[src/rtl/regfile_dump_reader_if.sv]
// ============================================================================
// regfile_dump_reader_if
// Register-file read port plus the valid/ready word stream of the dump reader.
// Revision: 1.0
// ============================================================================
`default_nettype none

interface regfile_dump_reader_if;
    logic [4:0]  rd_addr;
    logic [31:0] rd_data;
    logic        out_valid;
    logic        out_ready;
    logic [4:0]  out_idx;
    logic [31:0] out_data;

    modport master (
        output rd_addr,
        input  rd_data,
        output out_valid,
        input  out_ready,
        output out_idx,
        output out_data
    );

    modport slave (
        input  rd_addr,
        output rd_data,
        input  out_valid,
        output out_ready,
        input  out_idx,
        input  out_data
    );
endinterface

`default_nettype wire

[src/rtl/regfile_dump_reader.sv]
// ============================================================================
// regfile_dump_reader
// Walks FIRST_REG..LAST_REG through one register-file read port and streams
// each (index, data) pair on a valid/ready output.
// Revision: 1.0
// ============================================================================
`default_nettype none

module regfile_dump_reader #(
    parameter int FIRST_REG = 0,
    parameter int LAST_REG  = 31,
    parameter int ZERO_X0   = 1
) (
    input  wire logic               clk,
    input  wire logic               rst,
    input  wire logic               start_i,
    input  wire logic               abort_i,
    regfile_dump_reader_if.master   bus,
    output logic                    busy_o,
    output logic                    done_o
);

    if (FIRST_REG < 0 || FIRST_REG > LAST_REG || LAST_REG > 31) begin : g_param_check
        $error("regfile_dump_reader: illegal FIRST_REG/LAST_REG");
    end

    localparam logic [4:0] FIRST_IDX = 5'(FIRST_REG);
    localparam logic [4:0] LAST_IDX  = 5'(LAST_REG);

    typedef enum logic [1:0] {
        S_IDLE = 2'd0,
        S_READ = 2'd1,
        S_SEND = 2'd2,
        S_DONE = 2'd3
    } state_t;

    state_t      state_q,     state_d;
    logic [4:0]  cur_idx_q,   cur_idx_d;
    logic        out_valid_q, out_valid_d;
    logic [4:0]  out_idx_q,   out_idx_d;
    logic [31:0] out_data_q,  out_data_d;
    logic        busy_q,      busy_d;
    logic        done_q,      done_d;

    always_comb begin
        state_d     = state_q;
        cur_idx_d   = cur_idx_q;
        out_valid_d = out_valid_q;
        out_idx_d   = out_idx_q;
        out_data_d  = out_data_q;

        // Abort outranks everything outside IDLE, including a pending handshake.
        if (abort_i && state_q != S_IDLE) begin
            state_d     = S_IDLE;
            out_valid_d = 1'b0;
            cur_idx_d   = FIRST_IDX;
        end else begin
            case (state_q)
                S_IDLE: begin
                    if (start_i && !abort_i) begin
                        state_d   = S_READ;
                        cur_idx_d = FIRST_IDX;
                    end
                end
                S_READ: begin
                    out_data_d  = (ZERO_X0 != 0 && cur_idx_q == 5'd0) ? 32'h0 : bus.rd_data;
                    out_idx_d   = cur_idx_q;
                    out_valid_d = 1'b1;
                    state_d     = S_SEND;
                end
                S_SEND: begin
                    if (bus.out_ready) begin
                        out_valid_d = 1'b0;
                        if (cur_idx_q == LAST_IDX) begin
                            state_d = S_DONE;
                        end else begin
                            cur_idx_d = cur_idx_q + 5'd1;
                            state_d   = S_READ;
                        end
                    end
                end
                S_DONE: begin
                    state_d   = S_IDLE;
                    cur_idx_d = FIRST_IDX;
                end
                default: begin
                    state_d     = S_IDLE;
                    out_valid_d = 1'b0;
                    cur_idx_d   = FIRST_IDX;
                end
            endcase
        end

        busy_d = (state_d != S_IDLE);
        done_d = (state_d == S_DONE);
    end

    always_ff @(posedge clk or posedge rst) begin
        if (rst) begin
            state_q     <= S_IDLE;
            cur_idx_q   <= FIRST_IDX;
            out_valid_q <= 1'b0;
            out_idx_q   <= 5'd0;
            out_data_q  <= 32'h0;
            busy_q      <= 1'b0;
            done_q      <= 1'b0;
        end else begin
            state_q     <= state_d;
            cur_idx_q   <= cur_idx_d;
            out_valid_q <= out_valid_d;
            out_idx_q   <= out_idx_d;
            out_data_q  <= out_data_d;
            busy_q      <= busy_d;
            done_q      <= done_d;
        end
    end

    assign bus.rd_addr   = cur_idx_q;
    assign bus.out_valid = out_valid_q;
    assign bus.out_idx   = out_idx_q;
    assign bus.out_data  = out_data_q;
    assign busy_o        = busy_q;
    assign done_o        = done_q;

endmodule

`default_nettype wire

[src/flat_wrapper.sv]
// flat-port wrapper written by rule: the top's interface ports become plain ports
module regfile_dump_reader_flat 
#(
    parameter int FIRST_REG = 0,
    parameter int LAST_REG  = 31,
    parameter int ZERO_X0   = 1
)
  (clk, rst, start_i, abort_i, busy_o, done_o, bus_rd_addr, bus_rd_data, bus_out_valid, bus_out_ready, bus_out_idx, bus_out_data);
  regfile_dump_reader_if bus_i ();
  input  wire logic clk;
  input  wire logic rst;
  input  wire logic start_i;
  input  wire logic abort_i;
  output logic busy_o;
  output logic done_o;
  output wire logic [$bits(bus_i.rd_addr)-1:0] bus_rd_addr;
  input wire logic [$bits(bus_i.rd_data)-1:0] bus_rd_data;
  output wire logic [$bits(bus_i.out_valid)-1:0] bus_out_valid;
  input wire logic [$bits(bus_i.out_ready)-1:0] bus_out_ready;
  output wire logic [$bits(bus_i.out_idx)-1:0] bus_out_idx;
  output wire logic [$bits(bus_i.out_data)-1:0] bus_out_data;
  assign bus_rd_addr = bus_i.rd_addr;
  assign bus_i.rd_data = bus_rd_data;
  assign bus_out_valid = bus_i.out_valid;
  assign bus_i.out_ready = bus_out_ready;
  assign bus_out_idx = bus_i.out_idx;
  assign bus_out_data = bus_i.out_data;
  regfile_dump_reader #(.FIRST_REG(FIRST_REG), .LAST_REG(LAST_REG), .ZERO_X0(ZERO_X0)) u_core (.clk(clk), .rst(rst), .start_i(start_i), .abort_i(abort_i), .bus(bus_i), .busy_o(busy_o), .done_o(done_o));
endmodule
[config.mk]
export PLATFORM = sky130hd
export DESIGN_NAME = regfile_dump_reader_flat
export DESIGN_NICKNAME = d
export VERILOG_FILES = /design/src/rtl/regfile_dump_reader_if.sv /design/src/rtl/regfile_dump_reader.sv /design/src/flat_wrapper.sv
export SDC_FILE = /design/constraint.sdc
export NUM_CORES = 1
export LEC_CHECK = 0
export CAP_MARGIN = 0
export CELL_PAD_IN_SITES_DETAIL_PLACEMENT = 0
export CELL_PAD_IN_SITES_GLOBAL_PLACEMENT = 1
export CORE_MARGIN = 2
export CORE_UTILIZATION = 32
export CTS_CLUSTER_DIAMETER = 60
export DETAILED_ROUTE_END_ITERATION = 10
export GPL_TIMING_DRIVEN = 0
export PLACE_DENSITY = 0.83
export SKIP_CTS_REPAIR_TIMING = 1
export SYNTH_ARGS = -nofsm -noshare
export SYNTH_HDL_FRONTEND = slang
export SYNTH_SLANG_ARGS = --single-unit
export TNS_END_PERCENT = 20
[constraint.sdc]
create_clock -name clk -period 2.5 [get_ports clk]
set_input_delay 0.25 -clock clk [delete_from_list [all_inputs] [get_ports clk]]
set_output_delay 0.25 -clock clk [all_outputs]
set_load 0.005 [all_outputs]
=== Word-level counts from Yosys, hierarchy flattened ===
Index checks and enable logic that the tools add are counted.

* Add/subtract/negate cells: 1
* Eq/ne operators: 8
* Muxes and demuxes: 14
* Bitwise operators: 1
* Reduce and logical (&&, ||, !) cells: 12

{| class="wikitable"
|+ Operators with widths
! operator !! count
|-
| 2-to-1 mux 32 bit || 1
|-
| 2-to-1 mux 5 bit || 4
|-
| one-hot mux 5 bit (3 select lines) || 1
|-
| 2-to-1 mux 2 bit || 4
|-
| one-hot mux 2 bit (4 select lines) || 1
|-
| equality test 2 bit, second input constant || 3
|-
| != test 3 x 2 -> 1 bit, second input constant || 2
|-
| adder 5 x 1 -> 5 bit, second input constant || 1
|-
| equality test 5 bit, second input constant || 1
|-
| zero test 5 bit || 1
|-
| AND reduction 2 bit || 2
|-
| AND reduction 4 bit || 1
|-
| nonzero test 2 bit || 2
|-
| nonzero test 4 bit || 1
|-
| != test 3 x 1 -> 1 bit, second input constant || 1
|-
| nonzero test 3 bit || 1
|-
| equality test 2 x 1 -> 1 bit, second input constant || 1
|-
| logical AND 1 bit || 2
|-
| zero test 2 bit || 1
|-
| 2-to-1 mux 1 bit || 2
|-
| one-hot mux 1 bit (2 select lines) || 1
|-
| zero test 1 bit || 1
|-
| inverter 1 bit || 1
|}

* Register bits after elaboration: 47
* Bits of input ports: 37
* Output and inout bits: 45
* Word-level logic and storage cells: 43

=== Depth between registers and ports, before layout ===
Gate-level depths: netlist of run 1.

* Depth after elaboration: 6
* Depth in mapped cells: 8
* Gate-level depth less buffers: 7

=== Worst setup path after synthesis of run 1 ===
OpenSTA, ideal clock, no wires.

* Path kind: register to register
* From: reg u_core.cur_idx_q[0], in the netlist u_core.bus.rd_addr[0]
* To: reg u_core.cur_idx_q[0], in the netlist u_core.bus.rd_addr[0]
* Library setup time: 125 ps
* Arrival time: 1747 ps
* Required time: 2375 ps
* Setup slack: 628 ps
* Stages on the path, launching flop included: 8
* Path buffers: 0
* Clock period less this slack: 1872 ps
* Cells stage by stage: dfrtp_1 -> ha_1 -> and3_1 -> ha_1 -> and3b_1 -> a211oi_2 -> o21ai_2 -> mux2_2

* Longest elaborated chain between the ends: 5
* Elaborated cells between the ends (all ways): 8
* Those cells by class: add/sub (1); eq/ne (2); mux (4); reduce/logical (1)

{| class="wikitable"
|+ RTL lines
! item !! line !! text
|-
| start: declaration || regfile_dump_reader.sv:38 || <nowiki>logic [4:0] cur_idx_q, cur_idx_d;</nowiki>
|-
| start signal: assignment || regfile_dump_reader.sv:109 || <nowiki>cur_idx_q <= cur_idx_d;</nowiki>
|-
| adder 5 x 1 -> 5 bit || regfile_dump_reader.sv:77 || <nowiki>cur_idx_d = cur_idx_q + 5'd1;</nowiki>
|-
| 2-to-1 mux 5 bit || regfile_dump_reader.sv:74 || <nowiki>if (cur_idx_q == LAST_IDX) begin</nowiki>
|-
| 2-to-1 mux 5 bit || regfile_dump_reader.sv:72 || <nowiki>if (bus.out_ready) begin</nowiki>
|-
| one-hot mux 5 bit (3 select lines) || regfile_dump_reader.sv:58 || <nowiki>case (state_q)</nowiki>
|-
| 2-to-1 mux 5 bit || regfile_dump_reader.sv:53 || <nowiki>if (abort_i && state_q != S_IDLE) begin</nowiki>
|}

Parallel ways exist; a longest one is shown, timed or not. The select of a mux whose other input is x is not followed.
A chain may end at the register's enable or synchronous reset.

=== Worst setup path in the final report of run 1 ===
* From: reg u_core.cur_idx_q[1], in the netlist u_core.bus.rd_addr[1]
* To: reg u_core.cur_idx_q[0], in the netlist u_core.bus.rd_addr[0]

* Longest elaborated chain between the ends: 3

{| class="wikitable"
|+ RTL lines
! item !! line
|-
| equality test 5 bit || regfile_dump_reader.sv:74
|-
| != test 3 x 2 -> 1 bit (no source line) || n/a
|-
| AND reduction 4 bit (no source line) || n/a
|}

No other way between the ends.

==> results of run 1 <==
## power groups by stage
stage | combinational, uW | clock (uW) | sequential [uW]
finish | 893 | 551 | 974
global route | 1010 | 599 | 994
CTS | 911 | 571 | 977
detailed placement | 906 | 0 | 990
global placement | 885 | 0 | 985
floorplan | 463 | 0 | 994
## routing by layer
metal | up-vias | GRT usage | part of all wire
met4 | 0 | 0.0467 | 0.011
li1 | 722 | - | -
met2 | 54 | 0.222 | 0.46
met3 | 8 | 0.0511 | 0.079
met5 | - | 0 | 0
met1 | 725 | 0.194 | 0.45
## flip-flops by register name (all words and copies together) (netlist names)
signal / count
u_core.done_o: 1
u_core.bus.out_idx: 5
u_core.state_q: 2
u_core.bus.out_data: 32
u_core.bus.rd_addr: 5
u_core.busy_o: 1
u_core.bus.out_valid: 1
## through the flow
stage	worst slack, ps	hold WS [ps]	instances
floorplan	628	383	148
global placement	200	465	304
detailed placement	490	475	305
CTS	456	303	313
global route	381	317	313
finish	449	283	313
## worst max-delay path by stage
stage / startpoint / to / depth (start not counted)
global placement: rst / u_core.busy_o$_DFF_PP0_ / 2
floorplan: u_core.bus.rd_addr[0]$_DFFE_PP0P_ / u_core.bus.rd_addr[0]$_DFFE_PP0P_ / 7
detailed placement: u_core.bus.rd_addr[1]$_DFFE_PP0P_ / u_core.bus.rd_addr[0]$_DFFE_PP0P_ / 7
global route: u_core.bus.rd_addr[1]$_DFFE_PP0P_ / u_core.bus.rd_addr[0]$_DFFE_PP0P_ / 7
finish: u_core.bus.rd_addr[1]$_DFFE_PP0P_ / u_core.bus.rd_addr[0]$_DFFE_PP0P_ / 7
CTS: u_core.bus.rd_addr[1]$_DFFE_PP0P_ / u_core.bus.rd_addr[0]$_DFFE_PP0P_ / 7
## layout make-up
type / instances / area [um^2] / share of cell area
Buffer: 7 / 52.6 / 0.0176
Clock buffer: 5 / 68.8 / 0.0230
Clock inverter: 3 / 43.8 / 0.0147
Inverter: 8 / 30.0 / 0.0100
Multi-Input combinational cell: 86 / 693 / 0.232
Sequential cell: 47 / 1180 / 0.393
Tap cell: 75 / 93.8 / 0.0314
Timing Repair Buffer: 82 / 831 / 0.278
## placed cells by master (no fill, tap or decap), drive strengths merged
cell type / instances
a222oi: 1
and2b: 1
inv: 8
nor4: 1
bufinv: 1
a211oi: 1
nor3b: 1
a31oi: 1
dfrtp: 47
clkdlybuf4s50: 81
a21o: 1
a22o: 35
ha: 7
nor4b: 1
and3b: 1
nand2: 7
nor2b: 3
o21a: 1
clkinv: 2
and3: 1
clkbuf: 7
o2111a: 1
mux2: 4
a21oi: 2
nor3: 1
a22oi: 1
nand2b: 2
o21ai: 7
buf: 6
nor2: 5
## worst max-delay path, stage by stage (launching register included)
cell and delay (ps):
dfrtp_1 420, ha_1 230, and3_1 190, ha_1 210, and3b_1 200, a211oi_2 280, o21ai_2 130, mux2_2 280
## cells by family after synthesis
family | count (synthesis)
flops | 47
buf+inv | 15
compound gates | 51
fa+ha+maj | 7
simple gates | 24
mux | 4
==> summary by stage, run 1 <==
Power and ir drop
The internal portion of the total power is between 1500 and 2000 uW. Dividing total power by cell area gives a power density of 809 nW/um^2. The worst ir drop on vdd is 365 uV. Of the total power, combinational logic draws 0.369.

The fraction of power consumed by the clock network is 0.228. The leakage component of the power is approximately 0.0013 uW. The part of the power in registers is 0.403.

Overall power consumption after layout is estimated at around 2400 uW. The share of total power consumed by net switching is 0.306. The power spent charging and discharging nets is 739 uW.

Global route
In the global route stage, overall resource usage came out at 0.145. The maximum number of pins on one net before global-route repair is 27. The via count of the first global-routing pass is 1564. The number of antenna violations at the first check in global routing is 0. The total congestion overflow after global routing is 0.

The first global-routing pass estimated about 7500 um of wire.

Detailed routing
In the final routed layout, each cell accounts on average for roughly 15 um. For this run, design rule violations remaining after detail routing come to 0. The number of antenna-violating nets in the routed design is 0. The total routed wirelength is ~4600 um.

The average vias per placed instance is 4.82. The first routing iteration left 68 violations. The vias after detailed routing is approximately 1500. For this run, the detailed router's first-pass iteration total came to 6.

STA
The sum of negative setup slack is 0 ps. The share of the cycle needed by the critical path after routing is 0.820. Setup repair after global routing left no endpoint under its margin. Setup violations remaining at the end of the flow were counted as 0. The pin slew with the least headroom to its limit is between 400 and 500 ps.

The number of failing hold endpoints at the final stage is 0. The final-report max-slew violation count is 0. Based on the critical path, the design can be clocked at up to a little under 0.5 GHz. The routed design could run at a clock period as short as 2050 ps. The headroom to the max-slew limit is 0.679. On the final layout, the worst clock skew is 10.8 ps.

Placed design
The final RePlAce weighted congestion is between 0.7 and 0.8. During placement, the flow inserted port buffers numbering between 80 and 90. The HPWL after detailed placement is between 3000 and 4000 um. Summing all placed instances gives a cell area of 2880 um^2.

Clock network
The clock transition at the registers of the reported paths is around 90 ps. The CTS tree is built. The clock sink count is between 40 and 50.

The later pin in the worst-skew pair is clocked with a latency of 300 ps. The H-tree generated during clock tree synthesis spans 2 levels. The clock root buffer is clkbuf_8.

The number of buffers inserted during clock tree synthesis is 5. In this run the deepest clock path goes through 2 buffers.

Critical path
The setup slack on the worst flop-to-flop path is 450 ps. The startpoint identified for the worst register-to-register timing path is u_core.bus.rd_addr[1]$_DFFE_PP0P_. In this run the critical register-to-register path is captured at u_core.bus.rd_addr[0]$_DFFE_PP0P_. The critical path in this run is classified as reg2reg. The launching element type of the critical path is a flop. Measured in cells, the most critical reg-to-reg path has a length of 7. The required time of the critical path is about 2700 ps.

In this run the worst path has a maximum fanout of 4. For the worst setup path, the data arrival time is between 2000 and 2500 ps. The critical path capture point type is a flop.

Layout
The final layout net count is 281. Of the cells placed in the final design, the portion with a size suffix greater than 1 is 0.101. With fillers left out, the area of the finished cells amounts to about 3000 um^2. For this run, the share of the core covered by cells in the final layout is 0.505.

Fill cells in the final layout number between 500 and 600. The total inserted antenna cells is 0. The area growth from synthesis to layout is 53.1%.

Yosys
Yosys attributes the largest share of cell area to dfrtp_1 (60%), a22o_1 (16%), ha_1 (4.5%). The top-area cell type share of the netlist area is 0.603. The instance count of the mapped netlist is ~150. The number of warnings printed during yosys synthesis is 0. The multiplexer fraction of the synthesized cell area is 0.0231. For this run, the register share of the synthesized area comes to 0.603.

Of the total synthesized cell area, the portion taken by full adders, half adders and majority gates is 0.0449. The number of synthesized register bits is 47. For this run, the leading register cell type out of synthesis is dfrtp_1. The mean instance size in the synthesized netlist is 13.2 um^2. The number of distinct library cell variants in the gate-level netlist after synthesis is 32. The number of nets in the synthesized netlist is approximately 190. Of the total synthesized cell area, the portion taken by AND, OR, NAND and NOR gates is 0.0731. The combinational family with the most area after synthesis is compound AO/OA/AOI/OAI gates. The cell type with the highest aggregate area in the netlist is dfrtp_1. The compound-gate portion of the synthesized area is 0.214. After synthesis, the share of flip-flops with an asynchronous set or reset is 1.00. The number of enable flip-flop cells after synthesis is 0.

Ranked by instance count, the synthesized netlist is headed by dfrtp_1 (47), a22o_1 (35), inv_1 (8), ha_1 (7), nand2_1 (6). The netlist area before placement is between 1500 and 2000 um^2. The cell with the most instances after synthesis is dfrtp_1. Of the total synthesized cell area, the portion taken by XOR and XNOR cells is 0.

Floorplanning
After floorplanning, the core was divided into 28 placement rows. The placeable core region is a little under 6000 um^2. The I/O pin count is 82.

The initial standard-cell utilization of the core is 0.330. The die span in y is 82.1 um. Measured along the x axis, the die boundary spans 82.1 um. The die covers 6740 um^2.

Run
The number of maximum-capacitance constraint violations is 0.

Outcome
The run finished with clean final reports.

Worst hold path
The path class of the tightest hold or removal check is in2async.
Note: power is estimated with default switching activity, not from simulation.
==> inputs of run 2 (changes only) <==
- CORE_UTILIZATION: 32 -> 29
- PLACE_DENSITY: 0.83 -> 0.8
- clock period: 2.5 -> 1.7 ns (I/O delays scaled with it)
==> run 2 against run 1 <==
Effect of this change: the flow now finishes with violations (negative setup slack); non-clock buffer count up 6; critical path type unchanged; worst setup slack worse by 690 ps; global-route usage down 1.6 points; critical path depth unchanged; sequential power up 48%; core utilization down 2.5 points; clock-buffer cell count up 2.
==> summary by stage, run 2 (synthesis gave the netlist of run 1 again) <==
Critical path
Crit path cell chain: ha_2 > and3_4 > ha_4 > and3b_2 > a211oi_4 > o21ai_2 > mux2_4 (was ha_1 > and3_1 > ha_1 > and3b_1 > a211oi_2 > o21ai_2 > mux2_2). The critical path class is reg2reg (unchanged). The launching element type of the critical path is a flop (unchanged). The critical path capture point type is a flop (unchanged). The kind of cell with the highest combined delay on the critical path was flip-flops (was adder cells). The data arrival time of the critical path is 2130 ps (was 2230 ps).

The number of buffers and inverters on the critical path is 0 (unchanged). The maximum net fanout on the critical path is 4 (unchanged). The largest stage delay on the critical path came to 400 ps (was 420 ps). The slowest cell on the critical path is dfrtp_1 (unchanged).

The required time of the critical path came to 1880 ps (was 2680 ps).

Floorplanning
The initial standard-cell utilization of the core came to 0.304 (was 0.330). The number of standard-cell rows in the floorplan came to 29 (was 28). The die span in y is 86.0 um (was 82.1 um).

The placeable core region is 6420 um^2 (was 5920 um^2). The area of the die is 7400 um^2 (was 6740 um^2). The I/O pin count is 82 (unchanged). The overall die width is 86.0 um (was 82.1 um).

Detailed routing
The total routed wirelength is 4700 um (was 4600 um). The wire length per cell came to 14.6 um (was 14.7 um). The number of antenna-violating nets in the routed design is 0 (unchanged). The iteration count of the initial detailed-routing pass was 4 (was 6). The vias after detailed routing is 1550 (was 1509). The average vias per placed instance is 4.83 (was 4.82). The number of DRC violations after detailed routing is 0 (unchanged). The count of routing violations after the opening detailed-route iteration is 54 (was 68).

Placed design
The placed wire-length estimate is 3400 um (was 3450 um). The instance area at placement was 2880 um^2 (about the same). The count of input and output buffers is 81 (unchanged). The final RePlAce weighted congestion is 0.736 (was 0.764).

Power and ir drop
The power per standard cell area is 1150 nW/um^2 (was 809 nW/um^2). The internal power of the cells is 2420 uW (was 1680 uW). The total power was 3530 uW (was 2420 uW). The part of the power in registers came to 0.407 (was 0.403).

The fraction of power consumed by the clock network is 0.182 (was 0.228). The worst ir drop on vdd is 482 uV (was 365 uV). The share of power burned in combinational logic is 0.411 (was 0.369). The leakage component of the power came to 0.00138 uW (was 0.00135 uW). The share of total power consumed by net switching is 0.313 (was 0.306). The power spent charging and discharging nets is 1100 uW (was 739 uW).

Clock network
The clock transition at the registers of the reported paths is 80 ps (was 90 ps). The deepest level of the CTS H-tree came to 2 (unchanged). The number of buffers inserted during clock tree synthesis is 5 (unchanged). The maximum clock insertion buffer count came to 2 (unchanged). The clock root buffer is clkbuf_8 (unchanged). The CTS tree is built (unchanged). The clock latency at the later pin of the worst-skew pair is 290 ps (was 300 ps).

The clock sink count is 47 (unchanged).

STA
The final-report max-slew violation count was 0 (unchanged). The count of final setup violators came to 8 (was 0). The worst path setup slack after routing is -244 ps (was 449 ps). The headroom to the max-slew limit came to 0.674 (was 0.679). The largest clock skew in the final design is 10.5 ps (was 10.8 ps). The number of failing hold endpoints at the final stage is 0 (unchanged). The share of the cycle needed by the critical path after routing is 1.14 (was 0.820).

The sum of negative setup slack was -1140 ps (was 0 ps). The final period demand of the worst path is 1940 ps (was 2050 ps). The pin slew with the least headroom to its limit was 484 ps (was 481 ps).

RSZ-0062 raised after global routing: yes (was no). The achievable clock frequency is 0.514 GHz (was 0.488 GHz).

Outcome
Outcome: complete, but fails checks (was finished, final reports clean). The final reports fail on negative setup slack.

Run
The number of maximum-capacitance constraint violations is 0 (unchanged).

Global route
The number of antenna violations at the first check in global routing is 0 (unchanged). The met2 track demand over resource in global routing was 0.203 (was 0.222). The first-pass GRT wire length is 7740 um (was 7500 um). The global-route total usage across every layer is 0.130 (was 0.145). The met3 routing resource usage after global routing is 0.0269 (was 0.0511). The total congestion overflow after global routing came to 0 (unchanged). The via count of the first global-routing pass is 1632 (was 1564).

The global-route met1 utilization came to 0.179 (was 0.194). The maximum number of pins on one net before global-route repair came to 26 (was 27). The busiest metal layer after global routing was met2 (unchanged).

Layout
The utilization after layout was 0.479 (was 0.505). The layout filler cell count is 617 (was 546). The final cell area excluding filler cells is 3080 um^2 (was 2990 um^2). The fraction of layout cells with a size suffix above 1 was 0.164 (was 0.101). The final layout net count is 287 (was 281).

The number of flip-flops under the largest register name was 32 (unchanged). The total inserted antenna cells is 0 (unchanged). The layout overhead on the synthesized area came to 57.8% (was 53.1%).

Leading cell types in the layout, fill and taps excluded: clkdlybuf4s50_1 (81), dfrtp_1 (47), a22o_1 (35) (unchanged). The leading cell type in the layout, fill and taps excluded is clkdlybuf4s50_1 (unchanged).

Worst hold path
The worst hold path class was in2async (unchanged).
## run 2: cell count changes in the layout (fill, tap and decap cells not counted), moves of 3 or more
| cell | delta |
|---|---|
| ha_1 | -3 |
| buf_4 | +3 |
| buf_6 | +3 |
| inv_2 | +3 |
| inv_1 | -3 |
## run 2: area by class of cell
class / instances / area (um^2) / share of cell area
clock buffer: 7 / 76.3 / 0.0248
buffer: 7 / 66.3 / 0.0215
inverter: 8 / 30.0 / 0.00975
multi-input combinational: 86 / 753 / 0.245
timing repair buffer: 88 / 876 / 0.284
sequential: 47 / 1180 / 0.382
clock inverter: 1 / 5.00 / 0.00163
tap: 77 / 96.3 / 0.0313
## run 2: per-layer routing
| metal | wire length (um) | vias to the layer above |
|---|---|---|
| met1 | 2230 | 753 |
| met3 | 264 | 6 |
| met4 | 51 | 0 |
| met2 | 2150 | 56 |
| met5 | 0 | - |
| li1 | - | 735 |
## run 2: power by group through the flow
stage,Combinational (uW),Sequential [uW],Clock (uW)
after floorplan,681,1460,0
after global placement,1310,1450,0
after detailed placement,1320,1450,0
after CTS,1330,1440,682
after global routing,1600,1470,719
final,1450,1440,640
## run 2: path summary, 6_finish.rpt
path	startpoint	end	slack [ps]	cells after the start
setup / recovery	u_core.bus.rd_addr[1]$_DFFE_PP0P_	u_core.bus.rd_addr[0]$_DFFE_PP0P_	-240	7
hold / removal	rst	u_core.bus.out_data[9]$_DFFE_PP0P_	230	2
setup reg to reg	u_core.bus.rd_addr[1]$_DFFE_PP0P_	u_core.bus.rd_addr[0]$_DFFE_PP0P_	-240	7
hold reg to reg	u_core.bus.out_idx[1]$_DFFE_PP0P_	u_core.bus.out_idx[1]$_DFFE_PP0P_	490	2
max in group asynchronous	rst	u_core.state_q[0]$_DFF_PP0_	970	3
min in group clk	bus_rd_data[23]	u_core.bus.out_data[23]$_DFFE_PP0P_	470	2
## run 2: through the flow
step,std cells,setup slack (ps),hold WS [ps]
global route,321,-309,262
global placement,306,-522,466
finish,321,-244,226
CTS,315,-359,250
floorplan,148,-172,303
detailed placement,307,-330,475
## run 2: worst reg2reg max path, delay by kind of cell (launching register included)
kind            cells  cell delay, ps
mux                 1             270
flops               1             400
fa+ha+maj           2             350
compound gates      2             390
simple gates        2             400
